--- src/rtl/onehot_enc_stream.sv ---
// onehot_enc_stream: single-stage valid/ready pipeline that encodes a bit vector
// into a bit index (strict one-hot, LSB-first or MSB-first priority) and keeps
// a saturating count of results flagged as invalid.
module onehot_enc_stream #(
    parameter int unsigned WIDTH     = 8,
    parameter int unsigned MODE      = 0,
    parameter int unsigned ERR_CNT_W = 8,
    localparam int unsigned IDX_W    = $clog2(WIDTH)
) (
    input  logic                 clk,
    input  logic                 rst_n,
    input  logic                 in_valid,
    output logic                 in_ready,
    input  logic [WIDTH-1:0]     in_data,
    output logic                 out_valid,
    input  logic                 out_ready,
    output logic [IDX_W-1:0]     out_idx,
    output logic                 out_err,
    output logic [ERR_CNT_W-1:0] err_count,
    input  logic                 clr_err
);

    localparam int unsigned MODE_STRICT = 0;
    localparam int unsigned MODE_LSB    = 1;
    localparam logic [ERR_CNT_W-1:0] CNT_MAX = '1;

    // Pipeline state
    logic                 valid_q, valid_d;
    logic [IDX_W-1:0]     idx_q, idx_d;
    logic                 err_q, err_d;
    logic [ERR_CNT_W-1:0] cnt_q, cnt_d;

    // Encoder intermediates
    logic [IDX_W-1:0]     lsb_idx;
    logic [IDX_W-1:0]     msb_idx;
    logic                 any_set;
    logic                 multi_set;
    logic [IDX_W-1:0]     enc_idx;
    logic                 enc_err;

    // Handshake qualifiers
    logic                 in_fire;
    logic                 out_fire;
    logic [ERR_CNT_W-1:0] cnt_base;

    // Upstream may push whenever the holding register is empty or draining
    assign in_ready = !valid_q || out_ready;
    assign in_fire  = in_valid && in_ready;
    assign out_fire = valid_q && out_ready;

    // Scan the input once: lowest and highest set bit, plus any/multiple flags
    always_comb begin
        lsb_idx   = '0;
        msb_idx   = '0;
        any_set   = 1'b0;
        multi_set = 1'b0;
        for (int unsigned i = 0; i < WIDTH; i++) begin
            if (in_data[i]) begin
                if (!any_set) begin
                    lsb_idx = IDX_W'(i);
                end else begin
                    multi_set = 1'b1;
                end
                msb_idx = IDX_W'(i);
                any_set = 1'b1;
            end
        end
    end

    // Select index/error for the configured mode; flagged results carry index 0
    always_comb begin
        enc_err = !any_set;
        enc_idx = msb_idx;
        if (MODE == MODE_STRICT) begin
            enc_err = !any_set || multi_set;
            enc_idx = lsb_idx;
        end else if (MODE == MODE_LSB) begin
            enc_idx = lsb_idx;
        end
        if (enc_err) begin
            enc_idx = '0;
        end
    end

    // Next-state: load on accept, drop valid on a drain with no refill, else hold
    always_comb begin
        valid_d = valid_q;
        idx_d   = idx_q;
        err_d   = err_q;
        if (in_fire) begin
            valid_d = 1'b1;
            idx_d   = enc_idx;
            err_d   = enc_err;
        end else if (out_fire) begin
            valid_d = 1'b0;
        end
    end

    // Error counter: clear first, then count an accepted error with saturation
    always_comb begin
        cnt_base = clr_err ? '0 : cnt_q;
        cnt_d    = cnt_base;
        if (in_fire && enc_err && (cnt_base != CNT_MAX)) begin
            cnt_d = cnt_base + ERR_CNT_W'(1);
        end
    end

    // State registers with synchronous active-low reset
    always_ff @(posedge clk) begin
        if (!rst_n) begin
            valid_q <= 1'b0;
            idx_q   <= '0;
            err_q   <= 1'b0;
            cnt_q   <= '0;
        end else begin
            valid_q <= valid_d;
            idx_q   <= idx_d;
            err_q   <= err_d;
            cnt_q   <= cnt_d;
        end
    end

    assign out_valid = valid_q;
    assign out_idx   = idx_q;
    assign out_err   = err_q;
    assign err_count = cnt_q;

endmodule

--- config.mk ---
export PLATFORM = sky130hd
export DESIGN_NAME = onehot_enc_stream
export DESIGN_NICKNAME = d
export VERILOG_FILES = /design/src/rtl/onehot_enc_stream.sv
export SDC_FILE = /design/constraint.sdc
export NUM_CORES = 1
export LEC_CHECK = 0
export ABC_CLOCK_PERIOD_IN_PS = 3800
export BUFFER_PORTS_ARGS = -buffer_cell sky130_fd_sc_hd__buf_2
export CAP_MARGIN = 0
export CORE_MARGIN = 8
export CORE_UTILIZATION = 53
export CTS_BUF_LIST = sky130_fd_sc_hd__clkbuf_8 sky130_fd_sc_hd__clkbuf_16
export CTS_CLUSTER_DIAMETER = 60
export DETAILED_ROUTE_END_ITERATION = 7
export HOLD_SLACK_MARGIN = 0.08
export PLACE_DENSITY = 0.83
export SYNTH_ARGS = -nofsm -noshare
export SYNTH_HDL_FRONTEND = slang
export SYNTH_SLANG_ARGS = --single-unit
--- constraint.sdc ---
create_clock -name clk -period 3.8 [get_ports clk]
set_clock_uncertainty 0.15 [all_clocks]
set_input_delay 0.57 -clock clk [delete_from_list [all_inputs] [get_ports clk]]
set_output_delay 0.57 -clock clk [all_outputs]
set_load 0.01 [all_outputs]
; Word level (Yosys, flattened, before mapping)
; Index checks and enable logic that the tools add are counted.
[word_totals]
elab_cells = 56
register_bits = 13
in_bits = 13
out_inout_bits = 14
[op_classes]
n_reduce_logical = 9
mux = 41
add_sub_neg = 1
n_eq_ne = 1
[ops]
columns = cell, n
row1 = 3-bit 2-to-1 mux, 13
row2 = 1-bit 2-to-1 mux, 26
row3 = 8-bit 2-to-1 mux, 2
row4 = "8-bit by 1-bit adder with 8-bit output, second input constant", 1
row5 = "8-bit != test, second input constant", 1
row6 = 1-bit logical AND, 4
row7 = 1-bit logical NOT, 2
row8 = 1-bit logical OR, 2
row9 = 2-bit nonzero test, 1

; Logic depth before layout (Yosys ltp)
; Gate-level depths: netlist of run 1.
[depth]
depth_word = 19
ltp_mapped = 8
depth_no_buf = 7

; Least setup slack after synthesis of run 1
; No wires, ideal clock.
[synth_timing]
kind = input to register
startpoint = input port clr_err
endpoint = register cnt_q[5], in the netlist err_count[5]
required_ns = 3.580
path_buffers = 1
setup_ns = 0.070
stages = 8
setup_slack_ns = 1.129
arrival_time_ns = 2.451
cell_sequence = clkbuf_1 -> nor2b_1 -> ha_1 -> and4b_1 -> a311o_1 -> a31o_2 -> or4_1 -> a21boi_1
[synth_via]
elab_chain_len = 4
word_cells_on_any_way = 5
cone_classes = add/sub (1) / eq/ne (1) / mux (2) / reduce/logical (1)
[synth_lines]
columns = element, line
row1 = start: declaration, 20  ; input logic clr_err
row2 = 8-bit 2-to-1 mux (*), 101  ; cnt_base = clr_err ? '0 : cnt_q;
row3 = "parallel branches: the longest is 2 deep, another holds 8-bit by 1-bit adder with 8-bit output", -
row4 = 8-bit 2-to-1 mux (*), 103  ; if (in_fire && enc_err && (cnt_base != CNT_MAX)) begin
row5 = end signal: assignment, 119  ; cnt_q <= cnt_d;
row6 = end: declaration, 31  ; logic [ERR_CNT_W-1:0] cnt_q, cnt_d;
; Every way passes the cells marked *.
; A chain may end at the register's enable or synchronous reset.

; Worst setup path after layout of run 1
; Same ends and word-level chain as after synthesis.

==> flow_summary.json, run 1 <==
{
  "syn-instance-count": 103,
  "tns_ns": 0,
  "area_delta_synth_final_pct": 21.8,
  "fmaxAchievable_mhz": 403,
  "ys_seq_area_frac": 0.309,
  "die_w_microns": 55.9,
  "avgSynthCellArea_sq_um": 8.18,
  "slew_headroom": 0.588,
  "muxShareOfSynthArea": 0.0357,
  "nets": 145,
  "cts_setup_buffers": 0,
  "drc": 0,
  "synth_nets": 117,
  "cp.required_ns": 3.83,
  "synth-adder-area-share": 0.0149,
  "cts_resized": 0,
  "whs_path_depth": 2,
  "status": "complete, no violations",
  "synthXorXnorAreaFrac": 0,
  "p_per_area_nw_per_um2": 304,
  "report.final.slew_viol_count": 0,
  "tightestPinTransition_ns": 0.614,
  "cts_root_buffer": "clkbuf_8",
  "cts.htree.levels": 1,
  "synthArstFlopShare": 0,
  "synth_seq_cells": 13,
  "insertion_delay_ns": 0.24,
  "synth_compound_area_frac": 0.305,
  "reg2reg_depth": 7,
  "postRouteAntennaNets": 0,
  "reg2reg_from": "err_count[1]",
  "synth_top_area_cell": "dfxtp_1",
  "ys.flop_type": "dfxtp_1",
  "cts.path.max_buffers": 2,
  "synth_top_family_by_area": "compound AO/OA/AOI/OAI gates",
  "synthTopCellsByArea": "dfxtp_1 (31%), o21ai_0 (5.3%), a21oi_1 (4.8%)",
  "irDropWorstVdd_mv": 0.307,
  "coreArea_sq_um": 1510,
  "firstDrtPassIters": 4,
  "drive_above_1_share": 0.269,
  "path_max_fanout": 12,
  "hp-class": "flip-flop to flip-flop",
  "gp_congestion": 0.876,
  "cp-end-kind": "flip-flop",
  "start_util": 0.559,
  "rsz0062_at_grt": "no",
  "grt_first_pass_wirelength_mm": 3.89,
  "crit_start": "clr_err",
  "cts_tree": "done",
  "yosysTopAreaCellShare": 0.309,
  "grt_max_degree": 13,
  "setup_viol": 0,
  "vias": 911,
  "fin_crit_ns": 2.48,
  "start_kind": "input pin",
  "grt_overflow": 0,
  "grt_pass1_vias": 935,
  "wl_mm": 2.18,
  "clk_pin_slew_ns": 0.06,
  "hp-start": "out_idx[1]",
  "diodes": 0,
  "drt_iter0_markers": 22,
  "die_y_microns": 55.9,
  "rows": 14,
  "numCtsBuffers": 3,
  "synth_cell_types": 35,
  "yosys.area_share.simple": 0.291,
  "ys_warn_count": 0,
  "grt_usage": 0.144,
  "synth_edf_count": 0,
  "netlist_area_sq_um": 842,
  "cts_sinks": 13,
  "hold_viol": 0,
  "port_buffers": 26,
  "p_leak_uw": 0.000427,
  "cp_data_arrival_time_ns": 2.51,
  "dieArea_sq_um": 3120,
  "io_pins": 27,
  "period_share": 0.654,
  "hold_ws_ns": 0.311,
  "antenna_found_initial": 0,
  "dp_hpwl_mm": 1.72,
  "drv_cap": 0,
  "wl_per_cell_microns": 14.9,
  "viasPerCell": 6.24,
  "cts_hold_buf": 0,
  "worstSetupPathType": "input pin to flip-flop"
}
flip-flops by register name (all words and copies together) (netlist names):
signal	count
err_count	8
out_err	1
out_idx	3
out_valid	1
through the flow:
step,worst slack (ns),instance area (sq um),utilization,instances,power [uW]
final,1.32,1030,0.681,146,312
after global routing,1.17,1030,0.681,146,327
after CTS,1.33,1030,0.681,146,315
after detailed placement,1.08,981,0.651,142,193
after global placement,1.15,981,0.651,142,191
after floorplan,1.13,842,-,103,172
cell usage in the layout, fill, tap and decap left out, drive strengths merged, types with 2 or more instances in the layout:
cell type,instances
buf,26
dfxtp,13
o21ai,9
inv,8
nand3,8
a21oi,8
nor2b,5
or3,5
nor2,4
nor4,4
nand2,4
nor3,3
mux2i,3
o31ai,3
clkbuf,3
a211oi,3
or4,3
o311ai,3
and4b,2
o21bai,2
a21boi,2
cells in the mapped netlist, types with 2 or more instances:
master     n
dfxtp_1   13
o21ai_0    9
a21oi_1    8
nand3_1    8
inv_1      7
nor2b_1    5
or3_1      5
nor2_1     4
clkbuf_1   3
mux2i_1    3
nand2_1    3
nor3_1     3
nor4_1     3
o31ai_1    3
a211oi_1   2
a21boi_1   2
and4b_1    2
o21bai_1   2
or4_1      2
kinds of logic (layout without fill, tap and decap cells):
group           count (synthesis)  in the layout
buf+inv                        10             37
compound gates                 36             36
simple gates                   40             40
flops                          13             13
mux                             3              3
fa+ha+maj                       1              1
worst paths after layout:
| check | end | slack, ns |
|---|---|---|
| worst max-delay path | err_count[5] | 1.32 |
| worst min-delay path | out_idx[1] | 0.31 |
| worst max register to register | err_count[5] | 1.46 |
| worst min register to register | out_idx[1] | 0.31 |
worst max-delay path, stage by stage:
cell and delay, ns:
buf_2 0.18, nor2b_1 0.10, ha_1 0.20, and4b_1 0.23, a311o_1 0.33, a31o_2 0.28, or4_1 0.47, a21boi_1 0.15
area by class of cell:
class                   count  area [sq um]
fillers                   130           480
clock inverters             1          3.75
repair buffers             26           130
clock buffers               3          41.3
inverters                   7          26.3
multi-input cells          80           544
flip-flops and latches     13           260
well taps                  16          20.0
power by group:
part           total [uW]  internal [uW]  switching [uW]
sequential            140            139            1.35
clock                 122           71.3            50.3
combinational        49.4           18.5            30.9
total                 312            229            82.6
layer usage:
layer	routed length [microns]	GRT usage
met1	918	0.163
met2	1100	0.250
met3	165	0.0594
met4	0	0.0172
met5	0	0
No activity file was read; power rests on OpenSTA's default activity.
==> run 2: changes to the inputs <==
==> config.mk (replaced) <==
export PLATFORM = sky130hd
export DESIGN_NAME = onehot_enc_stream
export DESIGN_NICKNAME = d
export VERILOG_FILES = /design/src/rtl/onehot_enc_stream.sv
export SDC_FILE = /design/constraint.sdc
export NUM_CORES = 1
export LEC_CHECK = 0
export ABC_CLOCK_PERIOD_IN_PS = 2500
export BUFFER_PORTS_ARGS = -buffer_cell sky130_fd_sc_hd__buf_2
export CAP_MARGIN = 0
export CORE_MARGIN = 8
export CORE_UTILIZATION = 49
export CTS_BUF_LIST = sky130_fd_sc_hd__clkbuf_8 sky130_fd_sc_hd__clkbuf_16
export CTS_CLUSTER_DIAMETER = 60
export DETAILED_ROUTE_END_ITERATION = 7
export HOLD_SLACK_MARGIN = 0.08
export PLACE_DENSITY = 0.77
export SYNTH_ARGS = -nofsm -noshare
export SYNTH_HDL_FRONTEND = slang
export SYNTH_SLANG_ARGS = --single-unit
==> constraint.sdc (replaced) <==
create_clock -name clk -period 2.5 [get_ports clk]
set_clock_uncertainty 0.15 [all_clocks]
set_input_delay 0.375 -clock clk [delete_from_list [all_inputs] [get_ports clk]]
set_output_delay 0.375 -clock clk [all_outputs]
set_load 0.01 [all_outputs]
==> flow_summary.json, run 2 (same netlist as run 1, synthesis figures left out) <==
{
  "start_kind": "flip-flop",
  "io_pins": 27,
  "viasPerCell": 6.25,
  "report.final.slew_viol_count": 0,
  "dp_hpwl_mm": 1.75,
  "port_buffers": 26,
  "worstSetupPathType": "flip-flop to flip-flop",
  "dieArea_sq_um": 3300,
  "clk_pin_slew_ns": 0.06,
  "fin_crit_ns": 2.35,
  "tns_ns": 0,
  "rsz0062_at_grt": "no",
  "cp-end-kind": "flip-flop",
  "cts_hold_buf": 0,
  "cts_tree": "done",
  "seq_power_share": 0.438,
  "p_per_area_nw_per_um2": 463,
  "rows": 15,
  "cp.required_ns": 2.53,
  "final_common_cell": "buf_2",
  "area_delta_synth_final_pct": 24.8,
  "path_max_fanout": 9,
  "setup_viol": 0,
  "tightestPinTransition_ns": 0.555,
  "irDropWorstVdd_mv": 0.312,
  "switching_share": 0.274,
  "cp_data_arrival_time_ns": 2.38,
  "stdcell_count": 150,
  "grt_usage": 0.146,
  "vias": 937,
  "most-common-layout-cells": "buf_2 (26), dfxtp_1 (13), o21ai_0 (9)",
  "drt_iter0_markers": 20,
  "start_util": 0.504,
  "slew_headroom": 0.627,
  "clkPwrFrac": 0.398,
  "drive_above_1_share": 0.293,
  "hold_viol": 0,
  "hold_ws_ns": 0.259,
  "antenna_found_initial": 0,
  "firstDrtPassIters": 4,
  "cts.path.max_buffers": 2,
  "p_leak_uw": 0.000441,
  "coreArea_sq_um": 1670,
  "grt_overflow": 0,
  "grt_first_pass_wirelength_mm": 3.74,
  "diodes": 0,
  "critical_path.max_stage_delay_ns": 0.48,
  "grt_pass1_vias": 900,
  "die_w_microns": 57.5,
  "drv_cap": 0,
  "wl_per_cell_microns": 15.1,
  "fill_cells": 141,
  "p_sw_uw": 134,
  "worstPathCellList": "nor2b_1 -> ha_1 -> and4b_1 -> a311o_1 -> a31o_2 -> or4_1 -> a21boi_1",
  "postRouteAntennaNets": 0,
  "intPower_uw": 353,
  "slowest_stage": "or4_1",
  "power_frac_comb": 0.163,
  "cts_root_buffer": "clkbuf_8",
  "numCtsBuffers": 3,
  "cts_sinks": 13,
  "insertion_delay_ns": 0.25,
  "grt_max_degree": 13,
  "hp-class": "input pin to flip-flop",
  "period_share": 0.939,
  "die_y_microns": 57.5,
  "wl_mm": 2.27,
  "gp_congestion": 0.889,
  "fmaxAchievable_mhz": 426,
  "drc": 0,
  "total_power_uw": 487,
  "place_area_sq_um": 1000,
  "fin_area_sq_um": 1050,
  "cts_setup_buffers": 0,
  "dp.cells": 146,
  "status": "complete, no violations",
  "largest_reg_flops": 8,
  "cts_resized": 0,
  "cts.htree.levels": 1,
  "nets": 148
}
run 2: changes by cell type in the layout (fill, tap and decap cells not counted):
cell	change
buf_4	+3
clkinv_2	+1
inv_1	-1
run 2: worst paths after layout:
kind | startpoint | end | slack, ns | cells past startpoint
hold / removal | rst_n | out_idx[0] | 0.26 | 3
hold reg to reg | out_idx[1] | out_idx[1] | 0.32 | 2
setup reg to reg | err_count[1] | err_count[6] | 0.15 | 7
setup / recovery | err_count[1] | err_count[6] | 0.15 | 7
run 2: routing by layer:
metal,GRT usage,routed length (microns)
met1,0.139,967
met2,0.262,1140
met3,0.0516,109
met4,0.0857,46
met5,0,0
run 2: final cells by class:
class	instances	area [sq um]	share of cell area
clock inverters	1	5.00	0.00476
clock buffers	3	41.3	0.0393
multi-input cells	80	544	0.518
inverters	7	26.3	0.0250
flip-flops and latches	13	260	0.248
well taps	17	21.3	0.0202
repair buffers	29	153	0.145
run 2: through the flow:
stage	utilization	worst slack, ns
finish	0.629	0.153
floorplan	-	0.0238
global placement	0.601	0.107
global route	0.629	0.0757
detailed placement	0.601	0.0204
CTS	0.629	0.137
run 2: power by group through the flow:
stage / clock network (uW) / logic [uW] / registers, uW
after floorplan: 0 / 42.0 / 220
after global placement: 0 / 76.5 / 218
after detailed placement: 0 / 78.6 / 218
after CTS: 200 / 79.2 / 213
after global routing: 206 / 87.8 / 214
final: 194 / 79.6 / 213
run 2: worst max-delay path: cells and delay by family, from the launching register on:
kind	cells	cell delay, ns
AND/OR/NAND/NOR	3	0.86
flip-flops	1	0.31
AO/OA/AOI/OAI	3	0.76
adder cells (fa/ha/maj)	1	0.21
==> run 3: changes to the inputs <==
==> config.mk (replaced) <==
export PLATFORM = sky130hd
export DESIGN_NAME = onehot_enc_stream
export DESIGN_NICKNAME = d
export VERILOG_FILES = /design/src/rtl/onehot_enc_stream.sv
export SDC_FILE = /design/constraint.sdc
export NUM_CORES = 1
export LEC_CHECK = 0
export ABC_CLOCK_PERIOD_IN_PS = 2520
export BUFFER_PORTS_ARGS = -buffer_cell sky130_fd_sc_hd__buf_2
export CAP_MARGIN = 0
export CORE_ASPECT_RATIO = 1.75
export CORE_MARGIN = 8
export CORE_UTILIZATION = 35
export CTS_BUF_LIST = sky130_fd_sc_hd__clkbuf_8 sky130_fd_sc_hd__clkbuf_16
export CTS_CLUSTER_DIAMETER = 60
export DETAILED_ROUTE_END_ITERATION = 7
export HOLD_SLACK_MARGIN = 0.08
export SYNTH_ARGS = -nofsm -noshare
export SYNTH_HDL_FRONTEND = slang
export SYNTH_SLANG_ARGS = --single-unit
==> constraint.sdc (replaced) <==
create_clock -name clk -period 2.52 [get_ports clk]
set_clock_uncertainty 0.15 [all_clocks]
set_input_delay 0.378 -clock clk [delete_from_list [all_inputs] [get_ports clk]]
set_output_delay 0.378 -clock clk [all_outputs]
set_load 0.01 [all_outputs]
==> flow_summary.json, run 3 (same netlist as run 1, synthesis figures left out) <==
{
  "dp_hpwl_mm": 1.87,
  "drive_above_1_share": 0.280,
  "register_area_sq_um": 260,
  "cts_root_buffer": "clkbuf_8",
  "dieArea_sq_um": 4290,
  "p_per_area_nw_per_um2": 450,
  "fmaxAchievable_mhz": 426,
  "cts.path.max_buffers": 2,
  "cp-end-kind": "flip-flop",
  "hp-start": "rst_n",
  "whs_endpoint": "out_idx[0]",
  "drv_cap": 0,
  "hold_viol": 0,
  "grt_first_pass_wirelength_mm": 3.64,
  "tightestPinTransition_ns": 0.645,
  "grt_usage": 0.111,
  "report.final.slew_viol_count": 0,
  "tns_ns": 0,
  "wl_mm": 2.31,
  "p_leak_uw": 0.000438,
  "io_pins": 27,
  "path_max_fanout": 9,
  "gp_congestion": 0.733,
  "cts_tree": "done",
  "grt_max_degree": 13,
  "cp.required_ns": 2.55,
  "firstDrtPassIters": 4,
  "cts.htree.levels": 1,
  "rrSetupSlack_ns": 0.17,
  "cp_data_arrival_time_ns": 2.38,
  "slew_headroom": 0.566,
  "rows": 23,
  "worstSetupPathType": "flip-flop to flip-flop",
  "drt_iter0_markers": 20,
  "drc": 0,
  "whs_path_depth": 3,
  "period_share": 0.931,
  "dp.cells": 153,
  "cts_sinks": 13,
  "clk_pin_slew_ns": 0.06,
  "diodes": 0,
  "coreArea_sq_um": 2300,
  "vias": 886,
  "multi_input_area_sq_um": 544,
  "start_util": 0.366,
  "die_y_microns": 80.9,
  "postRouteAntennaNets": 0,
  "grt_overflow": 0,
  "rsz0062_at_grt": "no",
  "numCtsBuffers": 3,
  "port_buffers": 26,
  "rr_endpoint": "err_count[6]",
  "cts_resized": 0,
  "reg2reg_depth": 7,
  "antenna_found_initial": 0,
  "status": "complete, no violations",
  "final_util": 0.457,
  "stdcell_count": 157,
  "start_kind": "flip-flop",
  "fill_cells": 255,
  "nets": 147,
  "cts_setup_buffers": 0,
  "cts_hold_buf": 0,
  "insertion_delay_ns": 0.25,
  "die_w_microns": 53.1,
  "reg2reg_from": "err_count[1]",
  "area_delta_synth_final_pct": 25.0,
  "fin_crit_ns": 2.35,
  "viasPerCell": 5.64,
  "final_common_cell": "buf_2",
  "wl_per_cell_microns": 14.7,
  "irDropWorstVdd_mv": 0.234,
  "grt_pass1_vias": 844,
  "hp-class": "input pin to flip-flop",
  "most-common-layout-cells": "buf_2 (26), dfxtp_1 (13), o21ai_0 (9)",
  "setup_viol": 0,
  "largest_reg_flops": 8
}
run 3: changes by cell type in the layout (fill, tap and decap cells not counted):
cell	change
buf_4	-1
clkinv_2	-1
inv_1	+1
run 3: worst max-delay path by stage:
| stage | startpoint | end | cells after the start |
|---|---|---|---|
| finish | err_count[1] | err_count[6] | 7 |
| global placement | clr_err | err_count[5] | 8 |
| CTS | err_count[1] | err_count[6] | 7 |
| global route | err_count[1] | err_count[5] | 7 |
| floorplan | clr_err | err_count[5] | 8 |
| detailed placement | clr_err | err_count[6] | 8 |
run 3: per-stage QoR:
stage	setup slack, ns	total power [uW]	area, sq um	hold WS [ns]
floorplan	0.0408	260	842	0.326
global placement	0.144	292	1010	0.294
detailed placement	0.0776	293	1010	0.293
CTS	0.172	479	1050	0.284
global route	0.0785	495	1050	0.309
finish	0.175	474	1050	0.273
run 3: worst max-delay path, cell delays in order, from the launching register on:
cell and delay (ns):
dfxtp_1 0.31, nor2b_1 0.14, ha_1 0.22, and4b_1 0.23
a311o_1 0.33, a31o_2 0.28, or4_1 0.47, a21boi_1 0.14
run 3: layer usage:
layer,up-vias,share of wire,global-route usage
met1,404,0.38,0.101
li1,454,-,-
met4,0,0.032,0.0838
met5,-,0,0
met3,5,0.048,0.0201
met2,23,0.53,0.202
run 3: layout make-up:
type,count,area share
Clock inverter,1,0.00357
Multi-Input combinational cell,80,0.517
Inverter,7,0.0250
Timing Repair Buffer,28,0.138
Clock buffer,3,0.0392
Tap cell,25,0.0297
Sequential cell,13,0.247
run 3: report_power, final:
group	switching, uW	leakage, uW	internal, uW	total, uW
combinational	47.3	0.000305	29.8	77.1
sequential	1.68	0.000106	210	212
clock	77.5	0.0000269	108	185
